$ cat src/rtl/dm_access_ctrl_pkg.sv
// Shared types and defaults for the data-memory access controller.
// Holds the FSM state encoding, default geometry and the address legality check.
// No logic or state of its own.
package dm_access_ctrl_pkg;

    localparam int DMC_ADDR_W = 12;
    localparam int DMC_DEPTH  = 4096;

    typedef enum logic {
        DMC_CLEAR = 1'b0,
        DMC_RUN   = 1'b1
    } dmc_state_e;

    typedef struct packed {
        logic        we;
        logic [31:0] addr;
        logic [31:0] wdata;
    } dmc_req_t;

    // Word aligned and inside the 2^addr_w-word window.
    function automatic logic addr_ok(input logic [31:0] addr, input int unsigned addr_w);
        return (addr[1:0] == 2'b00) && ((addr >> (addr_w + 2)) == 32'd0);
    endfunction

endpackage

$ cat src/rtl/dm_access_ctrl_if.sv
// Bundle of requester, status and memory-side signals of dm_access_ctrl.
// slave = the controller, master = requesters plus the memory read data.
// Requests are held until granted; responses cannot be stalled.
interface dm_access_ctrl_if #(
    parameter int ADDR_W = dm_access_ctrl_pkg::DMC_ADDR_W
) ();

    logic              clr_req;
    logic              p0_req;
    logic              p1_req;
    logic              p0_we;
    logic              p1_we;
    logic [31:0]       p0_addr;
    logic [31:0]       p1_addr;
    logic [31:0]       p0_wdata;
    logic [31:0]       p1_wdata;
    logic              p0_gnt;
    logic              p1_gnt;
    logic              p0_rvalid;
    logic              p1_rvalid;
    logic [31:0]       p0_rdata;
    logic [31:0]       p1_rdata;
    logic              busy;
    logic              err;
    logic              err_port;
    logic              mem_we;
    logic [ADDR_W-1:0] mem_addr;
    logic [31:0]       mem_wdata;
    logic [31:0]       mem_rdata;

    modport slave (
        input  clr_req, p0_req, p1_req, p0_we, p1_we,
        input  p0_addr, p1_addr, p0_wdata, p1_wdata, mem_rdata,
        output p0_gnt, p1_gnt, p0_rvalid, p1_rvalid, p0_rdata, p1_rdata,
        output busy, err, err_port, mem_we, mem_addr, mem_wdata
    );

    modport master (
        output clr_req, p0_req, p1_req, p0_we, p1_we,
        output p0_addr, p1_addr, p0_wdata, p1_wdata, mem_rdata,
        input  p0_gnt, p1_gnt, p0_rvalid, p1_rvalid, p0_rdata, p1_rdata,
        input  busy, err, err_port, mem_we, mem_addr, mem_wdata
    );

endinterface

$ cat src/rtl/dm_access_ctrl_rr_arb2.sv
// Two-way round-robin arbiter; a tie goes to the port not granted last.
// Latency: combinational grant, 'last' pointer updates on the granting edge.
// Backpressure: requesters hold req until granted; en=0 suppresses all grants.
module rr_arb2 (
    input  logic       clk,
    input  logic       rst_n,
    input  logic       en,
    input  logic [1:0] req,
    output logic [1:0] gnt
);

    logic last_q;
    logic last_d;

    always_comb begin
        gnt = 2'b00;
        if (en) begin
            gnt[0] = req[0] & (~req[1] | last_q);
            gnt[1] = req[1] & (~req[0] | ~last_q);
        end
        last_d = last_q;
        if (gnt[1]) begin
            last_d = 1'b1;
        end else if (gnt[0]) begin
            last_d = 1'b0;
        end
    end

    // Starts at 1 so port 0 wins the first tie.
    always_ff @(posedge clk or negedge rst_n) begin
        if (!rst_n) begin
            last_q <= 1'b1;
        end else begin
            last_q <= last_d;
        end
    end

endmodule

$ cat src/rtl/dm_access_ctrl.sv
// Clears the data memory after reset, then arbitrates it between two ports.
// Latency: grant same cycle, rvalid/err one cycle after grant, clear = DEPTH cycles.
// Backpressure: requesters wait (req held) while busy or while losing arbitration.
module dm_access_ctrl import dm_access_ctrl_pkg::*; #(
    parameter int ADDR_W = DMC_ADDR_W,
    parameter int DEPTH  = DMC_DEPTH
) (
    input  logic           clk,
    input  logic           rst_n,
    dm_access_ctrl_if.slave bus
);

    localparam logic [ADDR_W-1:0] LAST_IDX = ADDR_W'(DEPTH - 1);

    dmc_state_e        state_q;
    logic [ADDR_W-1:0] clr_idx_q;

    logic [1:0]  gnt;
    logic        gnt_any;
    logic        sel_port;
    logic        sel_ok;
    dmc_req_t    p0_r;
    dmc_req_t    p1_r;
    dmc_req_t    sel;

    logic        p0_rvalid_q;
    logic        p1_rvalid_q;
    logic [31:0] p0_rdata_q;
    logic [31:0] p1_rdata_q;
    logic        err_q;
    logic        err_port_q;

    rr_arb2 u_arb (
        .clk   (clk),
        .rst_n (rst_n),
        .en    (state_q == DMC_RUN),
        .req   ({bus.p1_req, bus.p0_req}),
        .gnt   (gnt)
    );

    assign p0_r     = '{we: bus.p0_we, addr: bus.p0_addr, wdata: bus.p0_wdata};
    assign p1_r     = '{we: bus.p1_we, addr: bus.p1_addr, wdata: bus.p1_wdata};
    assign gnt_any  = |gnt;
    assign sel_port = gnt[1];
    assign sel      = sel_port ? p1_r : p0_r;
    assign sel_ok   = addr_ok(sel.addr, ADDR_W);

    // A rejected access is still granted so the requester is released, but never reaches memory.
    always_comb begin
        bus.mem_we    = 1'b0;
        bus.mem_addr  = '0;
        bus.mem_wdata = '0;
        if (state_q == DMC_CLEAR) begin
            bus.mem_we   = 1'b1;
            bus.mem_addr = clr_idx_q;
        end else if (gnt_any && sel_ok) begin
            bus.mem_we    = sel.we;
            bus.mem_addr  = sel.addr[ADDR_W+1:2];
            bus.mem_wdata = sel.wdata;
        end
    end

    always_ff @(posedge clk or negedge rst_n) begin
        if (!rst_n) begin
            state_q   <= DMC_CLEAR;
            clr_idx_q <= '0;
        end else begin
            case (state_q)
                DMC_CLEAR: begin
                    if (bus.clr_req) begin
                        clr_idx_q <= '0;
                    end else if (clr_idx_q == LAST_IDX) begin
                        state_q   <= DMC_RUN;
                        clr_idx_q <= '0;
                    end else begin
                        clr_idx_q <= clr_idx_q + ADDR_W'(1);
                    end
                end
                DMC_RUN: begin
                    if (bus.clr_req) begin
                        state_q   <= DMC_CLEAR;
                        clr_idx_q <= '0;
                    end
                end
                default: begin
                    state_q   <= DMC_CLEAR;
                    clr_idx_q <= '0;
                end
            endcase
        end
    end

    always_ff @(posedge clk or negedge rst_n) begin
        if (!rst_n) begin
            p0_rvalid_q <= 1'b0;
            p1_rvalid_q <= 1'b0;
            p0_rdata_q  <= '0;
            p1_rdata_q  <= '0;
            err_q       <= 1'b0;
            err_port_q  <= 1'b0;
        end else begin
            p0_rvalid_q <= gnt[0] & ~bus.p0_we;
            p1_rvalid_q <= gnt[1] & ~bus.p1_we;
            if (gnt[0] && !bus.p0_we) begin
                p0_rdata_q <= sel_ok ? bus.mem_rdata : 32'd0;
            end
            if (gnt[1] && !bus.p1_we) begin
                p1_rdata_q <= sel_ok ? bus.mem_rdata : 32'd0;
            end
            err_q <= gnt_any & ~sel_ok;
            if (gnt_any && !sel_ok) begin
                err_port_q <= sel_port;
            end
        end
    end

    assign bus.p0_gnt    = gnt[0];
    assign bus.p1_gnt    = gnt[1];
    assign bus.p0_rvalid = p0_rvalid_q;
    assign bus.p1_rvalid = p1_rvalid_q;
    assign bus.p0_rdata  = p0_rdata_q;
    assign bus.p1_rdata  = p1_rdata_q;
    assign bus.err       = err_q;
    assign bus.err_port  = err_port_q;
    assign bus.busy      = (state_q == DMC_CLEAR);

endmodule

$ cat src/flat_wrapper.sv
// flat-port wrapper written by rule: the top's interface ports become plain ports
module dm_access_ctrl_flat import dm_access_ctrl_pkg::*;
#(
    parameter int ADDR_W = DMC_ADDR_W,
    parameter int DEPTH  = DMC_DEPTH
)
  (clk, rst_n, bus_clr_req, bus_p0_req, bus_p1_req, bus_p0_we, bus_p1_we, bus_p0_addr, bus_p1_addr, bus_p0_wdata, bus_p1_wdata, bus_mem_rdata, bus_p0_gnt, bus_p1_gnt, bus_p0_rvalid, bus_p1_rvalid, bus_p0_rdata, bus_p1_rdata, bus_busy, bus_err, bus_err_port, bus_mem_we, bus_mem_addr, bus_mem_wdata);
  dm_access_ctrl_if #(.ADDR_W(ADDR_W)) bus_i ();
  input  logic clk;
  input  logic rst_n;
  input wire logic [$bits(bus_i.clr_req)-1:0] bus_clr_req;
  input wire logic [$bits(bus_i.p0_req)-1:0] bus_p0_req;
  input wire logic [$bits(bus_i.p1_req)-1:0] bus_p1_req;
  input wire logic [$bits(bus_i.p0_we)-1:0] bus_p0_we;
  input wire logic [$bits(bus_i.p1_we)-1:0] bus_p1_we;
  input wire logic [$bits(bus_i.p0_addr)-1:0] bus_p0_addr;
  input wire logic [$bits(bus_i.p1_addr)-1:0] bus_p1_addr;
  input wire logic [$bits(bus_i.p0_wdata)-1:0] bus_p0_wdata;
  input wire logic [$bits(bus_i.p1_wdata)-1:0] bus_p1_wdata;
  input wire logic [$bits(bus_i.mem_rdata)-1:0] bus_mem_rdata;
  output wire logic [$bits(bus_i.p0_gnt)-1:0] bus_p0_gnt;
  output wire logic [$bits(bus_i.p1_gnt)-1:0] bus_p1_gnt;
  output wire logic [$bits(bus_i.p0_rvalid)-1:0] bus_p0_rvalid;
  output wire logic [$bits(bus_i.p1_rvalid)-1:0] bus_p1_rvalid;
  output wire logic [$bits(bus_i.p0_rdata)-1:0] bus_p0_rdata;
  output wire logic [$bits(bus_i.p1_rdata)-1:0] bus_p1_rdata;
  output wire logic [$bits(bus_i.busy)-1:0] bus_busy;
  output wire logic [$bits(bus_i.err)-1:0] bus_err;
  output wire logic [$bits(bus_i.err_port)-1:0] bus_err_port;
  output wire logic [$bits(bus_i.mem_we)-1:0] bus_mem_we;
  output wire logic [$bits(bus_i.mem_addr)-1:0] bus_mem_addr;
  output wire logic [$bits(bus_i.mem_wdata)-1:0] bus_mem_wdata;
  assign bus_i.clr_req = bus_clr_req;
  assign bus_i.p0_req = bus_p0_req;
  assign bus_i.p1_req = bus_p1_req;
  assign bus_i.p0_we = bus_p0_we;
  assign bus_i.p1_we = bus_p1_we;
  assign bus_i.p0_addr = bus_p0_addr;
  assign bus_i.p1_addr = bus_p1_addr;
  assign bus_i.p0_wdata = bus_p0_wdata;
  assign bus_i.p1_wdata = bus_p1_wdata;
  assign bus_i.mem_rdata = bus_mem_rdata;
  assign bus_p0_gnt = bus_i.p0_gnt;
  assign bus_p1_gnt = bus_i.p1_gnt;
  assign bus_p0_rvalid = bus_i.p0_rvalid;
  assign bus_p1_rvalid = bus_i.p1_rvalid;
  assign bus_p0_rdata = bus_i.p0_rdata;
  assign bus_p1_rdata = bus_i.p1_rdata;
  assign bus_busy = bus_i.busy;
  assign bus_err = bus_i.err;
  assign bus_err_port = bus_i.err_port;
  assign bus_mem_we = bus_i.mem_we;
  assign bus_mem_addr = bus_i.mem_addr;
  assign bus_mem_wdata = bus_i.mem_wdata;
  dm_access_ctrl #(.ADDR_W(ADDR_W), .DEPTH(DEPTH)) u_core (.clk(clk), .rst_n(rst_n), .bus(bus_i));
endmodule
$ cat config.mk
export PLATFORM = sky130hd
export DESIGN_NAME = dm_access_ctrl_flat
export DESIGN_NICKNAME = d
export VERILOG_FILES = /design/src/rtl/dm_access_ctrl_pkg.sv /design/src/rtl/dm_access_ctrl_if.sv /design/src/rtl/dm_access_ctrl_rr_arb2.sv /design/src/rtl/dm_access_ctrl.sv /design/src/flat_wrapper.sv
export SDC_FILE = /design/constraint.sdc
export NUM_CORES = 1
export LEC_CHECK = 0
export CAP_MARGIN = 20
export CORE_AREA = 2 2 109 111
export CTS_BUF_LIST = sky130_fd_sc_hd__clkbuf_2
export CTS_CLUSTER_DIAMETER = 200
export CTS_CLUSTER_SIZE = 12
export DETAILED_ROUTE_END_ITERATION = 10
export DIE_AREA = 0 0 111 113
export GPL_ROUTABILITY_DRIVEN = 1
export HOLD_SLACK_MARGIN = 0.06
export PLACE_DENSITY = 0.83
export SYNTH_ARGS = -nofsm -noshare
export SYNTH_HDL_FRONTEND = slang
export SYNTH_SLANG_ARGS = --single-unit
$ cat constraint.sdc
create_clock -name clk -period 7.7 [get_ports clk]
set_input_delay 1.925 -clock clk [delete_from_list [all_inputs] [get_ports clk]]
set_output_delay 1.925 -clock clk [all_outputs]
set_load 0.02 [all_outputs]
# --- After elaboration in Yosys (flattened, before gate mapping) ---
# Index checks and enable logic that the tools add are counted.
classes:
  n_addsub: 1
  n_eq_ne: 2
  mux: 19
  n_bitwise: 14
  n_reduce_logical: 12
op_table:
  columns: ["operator", "count"]
  rows:
  - ["32-bit two-way mux", 3]
  - ["65-bit two-way mux", 1]
  - ["12-bit two-way mux", 5]
  - ["32-bit logical NOT", 1]
  - ["12-bit one-hot mux with 2 select lines", 1]
  - ["12-bit by 1-bit adder with 12-bit output, second input constant", 1]
  - ["12-bit == test, second input constant", 1]
  - ["1-bit two-way mux", 7]
  - ["1-bit inverter", 7]
  - ["1-bit bitwise AND", 5]
  - ["1-bit logical AND", 5]
  - ["1-bit logical NOT", 3]
  - ["2-bit logical NOT", 1]
  - ["2-bit two-way mux", 1]
  - ["2-bit inequality test, second input constant", 1]
  - ["1-bit bitwise OR", 2]
  - ["1-bit one-hot mux with 2 select lines", 1]
  - ["2-bit nonzero test", 1]
  - ["2-bit OR reduction", 1]
totals:
  regBits: 82
  inputBits: 167

# --- Logic depth before layout (Yosys ltp) ---
logic_depth:
  depth_word: 10
  mapped_depth: 9

# --- Modules after synthesis ---
# A second synthesis with hierarchy kept.
hier_totals:
  hier_cells: 509
  hier_area_um2: 4297.9
modules_own_cells:
  columns: ["module", "n_inst", "cells_per_inst", "area_each_um2", "seq_area_each_um2"]
  rows:
  - ["dm_access_ctrl", 1, 500, 4227.8, 2026.9]
  - ["rr_arb2", 1, 9, 70.1, 26.3]

# --- Worst setup path before layout ---
# Ideal clock, no wire load.
synth_path:
  path_kind: "in2out"
  from: "input port bus_p1_addr[28]"
  to: "output port bus_mem_wdata[23]"
  arrival_time_ns: 3.731
  required_ns: 5.775
  path_slack_ns: 2.044
  path_stages: 5
  cell_sequence: "or4_1 > nor4_4 > o22ai_2 > clkbuf_1 > a21oi_1"
synth_between:
  elab_chain_cells: 6
synth_rtl:
  columns: ["element", "line_no", "source"]
  rows:
  - ["from (decl)", "flat_wrapper.sv:17", "input wire logic [$bits(bus_i.p1_addr)-1:0] bus_p1_addr;"]
  - ["65-bit two-way mux", "dm_access_ctrl.sv:45", "assign sel = sel_port ? p1_r : p0_r;"]
  - ["32-bit logical NOT", "dm_access_ctrl_pkg.sv:22", "return (addr[1:0] == 2'b00) && ((addr >> (addr_w + 2)) == 32'd0);"]
  - ["1-bit logical AND", "dm_access_ctrl_pkg.sv:22", null]
  - ["1-bit logical AND", "dm_access_ctrl.sv:56", "end else if (gnt_any && sel_ok) begin"]
  - ["32-bit two-way mux", "dm_access_ctrl.sv:56", null]
  - ["32-bit two-way mux", "dm_access_ctrl.sv:53", "if (state_q == DMC_CLEAR) begin"]
  - ["to (decl)", "flat_wrapper.sv:32", "output wire logic [$bits(bus_i.mem_wdata)-1:0] bus_mem_wdata;"]
# Every way passes these cells.

# --- Final worst setup path ---
layout_path:
  from: "input port bus_p0_addr[28]"
  to: "output port bus_mem_addr[4]"
layout_between:
  elab_chain_cells: 6
layout_rtl:
  columns: ["element", "line_no", "source"]
  rows:
  - ["from (decl)", "flat_wrapper.sv:16", "input wire logic [$bits(bus_i.p0_addr)-1:0] bus_p0_addr;"]
  - ["65-bit two-way mux", "dm_access_ctrl.sv:45", null]
  - ["32-bit logical NOT", "dm_access_ctrl_pkg.sv:22", null]
  - ["1-bit logical AND", "dm_access_ctrl_pkg.sv:22", null]
  - ["1-bit logical AND", "dm_access_ctrl.sv:56", null]
  - ["12-bit two-way mux", "dm_access_ctrl.sv:56", null]
  - ["12-bit two-way mux", "dm_access_ctrl.sv:53", null]
  - ["to (decl)", "flat_wrapper.sv:31", "output wire logic [$bits(bus_i.mem_addr)-1:0] bus_mem_addr;"]
# Every way passes these cells.

==> qor.csv <==
stage,metric,value,unit
final_layout,nets,965,
global_routing,gr-total-overflow,0,
power,ir_worst_vdd,0.000120,V
clocking,path_clk_slew,230,ps
worst_setup_path,rrSetupSlack,4950,ps
sta,rsz0062_at_grt,no,
worst_setup_path,cp_slowest_stage_delay,740,ps
final_layout,layout_commonest_cell,clkdlybuf4s50_1,
power,p_leak,3.11,nW
worst_setup_path,critical_path.most_common_cell,clkdlybuf4s50_1,
logic_synthesis,syn_nets,699,
floorplanning,die_w,111,microns
sta,finalSetupTns,0,ps
logic_synthesis,syn-instance-count,531,
sta,whs,500,ps
sta,slew_violations,0,
final_layout,area_delta_synth_final,74.5,%
clocking,cts_setup_buffers,0,
clocking,clock-sinks,82,
routing,drtPass1Iterations,6,
logic_synthesis,netlist_area,4160,sq um
logic_synthesis,yosys_warnings,0,
final_layout,filler_cell_count,956,
worst_setup_path,critPathKind,in2out,
global_routing,grt_pass1_wl,25100,microns
logic_synthesis,seq_area_frac_synth,49.4,%
clocking,cts_max_path_buffers,2,
logic_synthesis,synth_top_area_share,48.8,%
sta,max_slew.worst_pin.slew,1040,ps
worst_setup_path,critPathCaptureType,primary output,
global_routing,grt_pass1_vias,4896,
logic_synthesis,synth_top_area_cell,dfrtp_1,
routing,drtIter0Drc,264,
routing,vias,4800,
global_routing,grt_util_all_layers,25.0,%
worst_setup_path,crit_required,5780,ps
global_routing,grt_max_degree,83,
sta,hold_violations,0,
worst_setup_path,critPathSlowestCell,nor4_1,
sta,fmax,0.143,GHz
job,maxCapViolations,0,
logic_synthesis,synth_seq_cells,82,
floorplanning,fp.dieH,113,microns
placed_design,place.port_buffers,282,
routing,drt-wirelength-per-cell,16.8,microns
routing,ant_nets,0,
sta,min_period,6990,ps
logic_synthesis,ys_top_cells_by_area,"dfrtp_1 49%, nand2_1 19%, a21oi_1 5.1%, nand3_1 4.6%, mux2i_1 3.1%",
final_layout,multiInputGateArea,1940,sq um
clocking,cts_tree,yes,
floorplanning,io_pins,283,
sta,maxSlewHeadroom,30.6,%
clocking,cts_max_level,3,
sta,min_period_over_period,90.8,%
sta,setup_viol,0,
global_routing,antenna_found_initial,3,
sta,finalClockSkew,40.4,ps
floorplanning,initial_core_util,36.9,%
clocking,cts_inserted_buffers,9,
placed_design,dp_hpwl,12200,microns
clocking,insertion_delay,550,ps
placed_design,gp_congestion,0.910,
final_layout,final_layout_size_suffix_gt1_share,3.87,%
floorplanning,dieArea,12500,sq um
routing,wl,15900,microns
status,status,finished clean,
floorplanning,core_area,11300,sq um
final_layout,layout_common_cells,"281 x clkdlybuf4s50_1, 205 x nand2_1, 81 x dfrtp_1",
floorplanning,fp-row-count,39,
clocking,root_buffer,clkbuf_2,
routing,vias_per_cell,5.06,
power,power_density,107,nW/um^2
worst_setup_path,arrival,5070,ps
min_path,hold_path_class,reg2reg,
worst_setup_path,critical_path.cell_chain,"clkdlybuf4s50_1, or4_1, nor4_1, o22ai_4, buf_16, o21ai_0, clkdlybuf4s50_1",
final_layout,regArea,2050,sq um
logic_synthesis,syn_avg_cell_area,7.83,sq um
clocking,ctsResizeCount,0,
clocking,cts_hold_buf,0,
worst_setup_path,cp_max_fo,32,
worst_setup_path,startpoint_type,input port,
power,p_total,0.775,mW
logic_synthesis,ys_types,35,
routing,drc,0,
[worst paths after layout]
check	start	end	cells past startpoint
max in group asynchronous	rst_n	u_core.u_arb.last_q	2
worst min-delay path	u_core.bus.p1_rdata[3]	u_core.bus.p1_rdata[3]	2
worst min register to register	u_core.bus.p1_rdata[3]	u_core.bus.p1_rdata[3]	2
worst max register to register	u_core.state_q	u_core.bus.p0_rdata[29]	6
worst max-delay path	bus_p0_addr[28]	bus_mem_addr[4]	7
min in group asynchronous	rst_n	u_core.bus.p1_rdata[3]	1
[cell usage after synthesis]
master / n
nor4_4: 1
and2_1: 1
nor4_1: 9
and4_1: 1
nand3_1: 38
nand2b_1: 3
dfrtp_1: 81
o211ai_1: 1
xnor2_1: 4
dfstp_2: 1
o21ai_0: 26
nor2_1: 15
o21ai_1: 11
a22oi_1: 1
or2_2: 1
mux2i_1: 13
nand4_1: 2
nor2b_1: 1
or4_1: 2
nor3_1: 5
o22ai_1: 8
o2bb2ai_1: 5
ha_1: 1
o22ai_2: 1
inv_2: 1
inv_1: 10
clkinv_1: 1
and3_1: 1
nand2_1: 205
o32ai_1: 1
clkbuf_1: 33
a21oi_1: 42
o2111a_1: 1
buf_2: 2
or3_1: 2
[flip-flops by register name, summed over array words and instances (netlist names)]
register	count
u_core.bus.p1_rdata	32
u_core.bus.err	1
u_core.bus.err_port	1
u_core.bus.p0_rvalid	1
u_core.u_arb.last_q	1
u_core.state_q	1
u_core.clr_idx_q	12
u_core.bus.p0_rdata	32
u_core.bus.p1_rvalid	1
[critical path: cells and delay by family]
| kind | cells | cell delay (ps) |
|---|---|---|
| compound gates | 2 | 530 |
| buf+inv | 3 | 1300 |
| simple gates | 2 | 1300 |
[kinds of logic (layout without fill, tap and decap cells)]
family	after synthesis	after routing	share of synthesized area [%]
and+or+nand+nor	287	287	29.1
other	0	3	0
xor gates and xnor gates	4	4	0.843
AOI/OAI and AO/OA	97	97	12.9
buffers and inverters	47	318	4.30
muxes	13	13	3.13
DFF	82	82	49.4
adders and majority gates	1	1	0.301
[per-layer routing]
metal	vias to the layer above	GRT usage, %	routed length (microns)
li1	2306	-	-
met1	2237	27.9	5990
met2	215	43.6	8000
met3	42	6.32	1180
met4	0	14.5	712
met5	-	0	0
[stage by stage]
| step | util [%] | worst slack [ps] | cells | cell area [sq um] |
|---|---|---|---|---|
| after floorplan | - | 2040 | 531 | 4160 |
| final | 64.4 | 707 | 948 | 7260 |
| after CTS | 63.6 | 554 | 942 | 7170 |
| after global placement | 62.7 | 701 | 925 | 7060 |
| after detailed placement | 62.8 | 556 | 926 | 7080 |
| after global routing | 64.4 | 450 | 948 | 7260 |
[cell type report]
type	count	share of cell area, %
antenna	3	0.103
tap	143	2.47
clock inverter	4	0.379
multi-input combinational	402	26.7
clock buffer	12	0.828
timing repair buffer	290	40.6
inverter	12	0.621
sequential	82	28.3
[report_power, final]
part	switching (mW)	internal, mW	leakage (nW)
clock network	0.148	0.0473	0.0663
logic	0.0505	0.0921	1.90
registers	0.00280	0.435	1.14
Note: power is estimated with default switching activity, not from simulation.
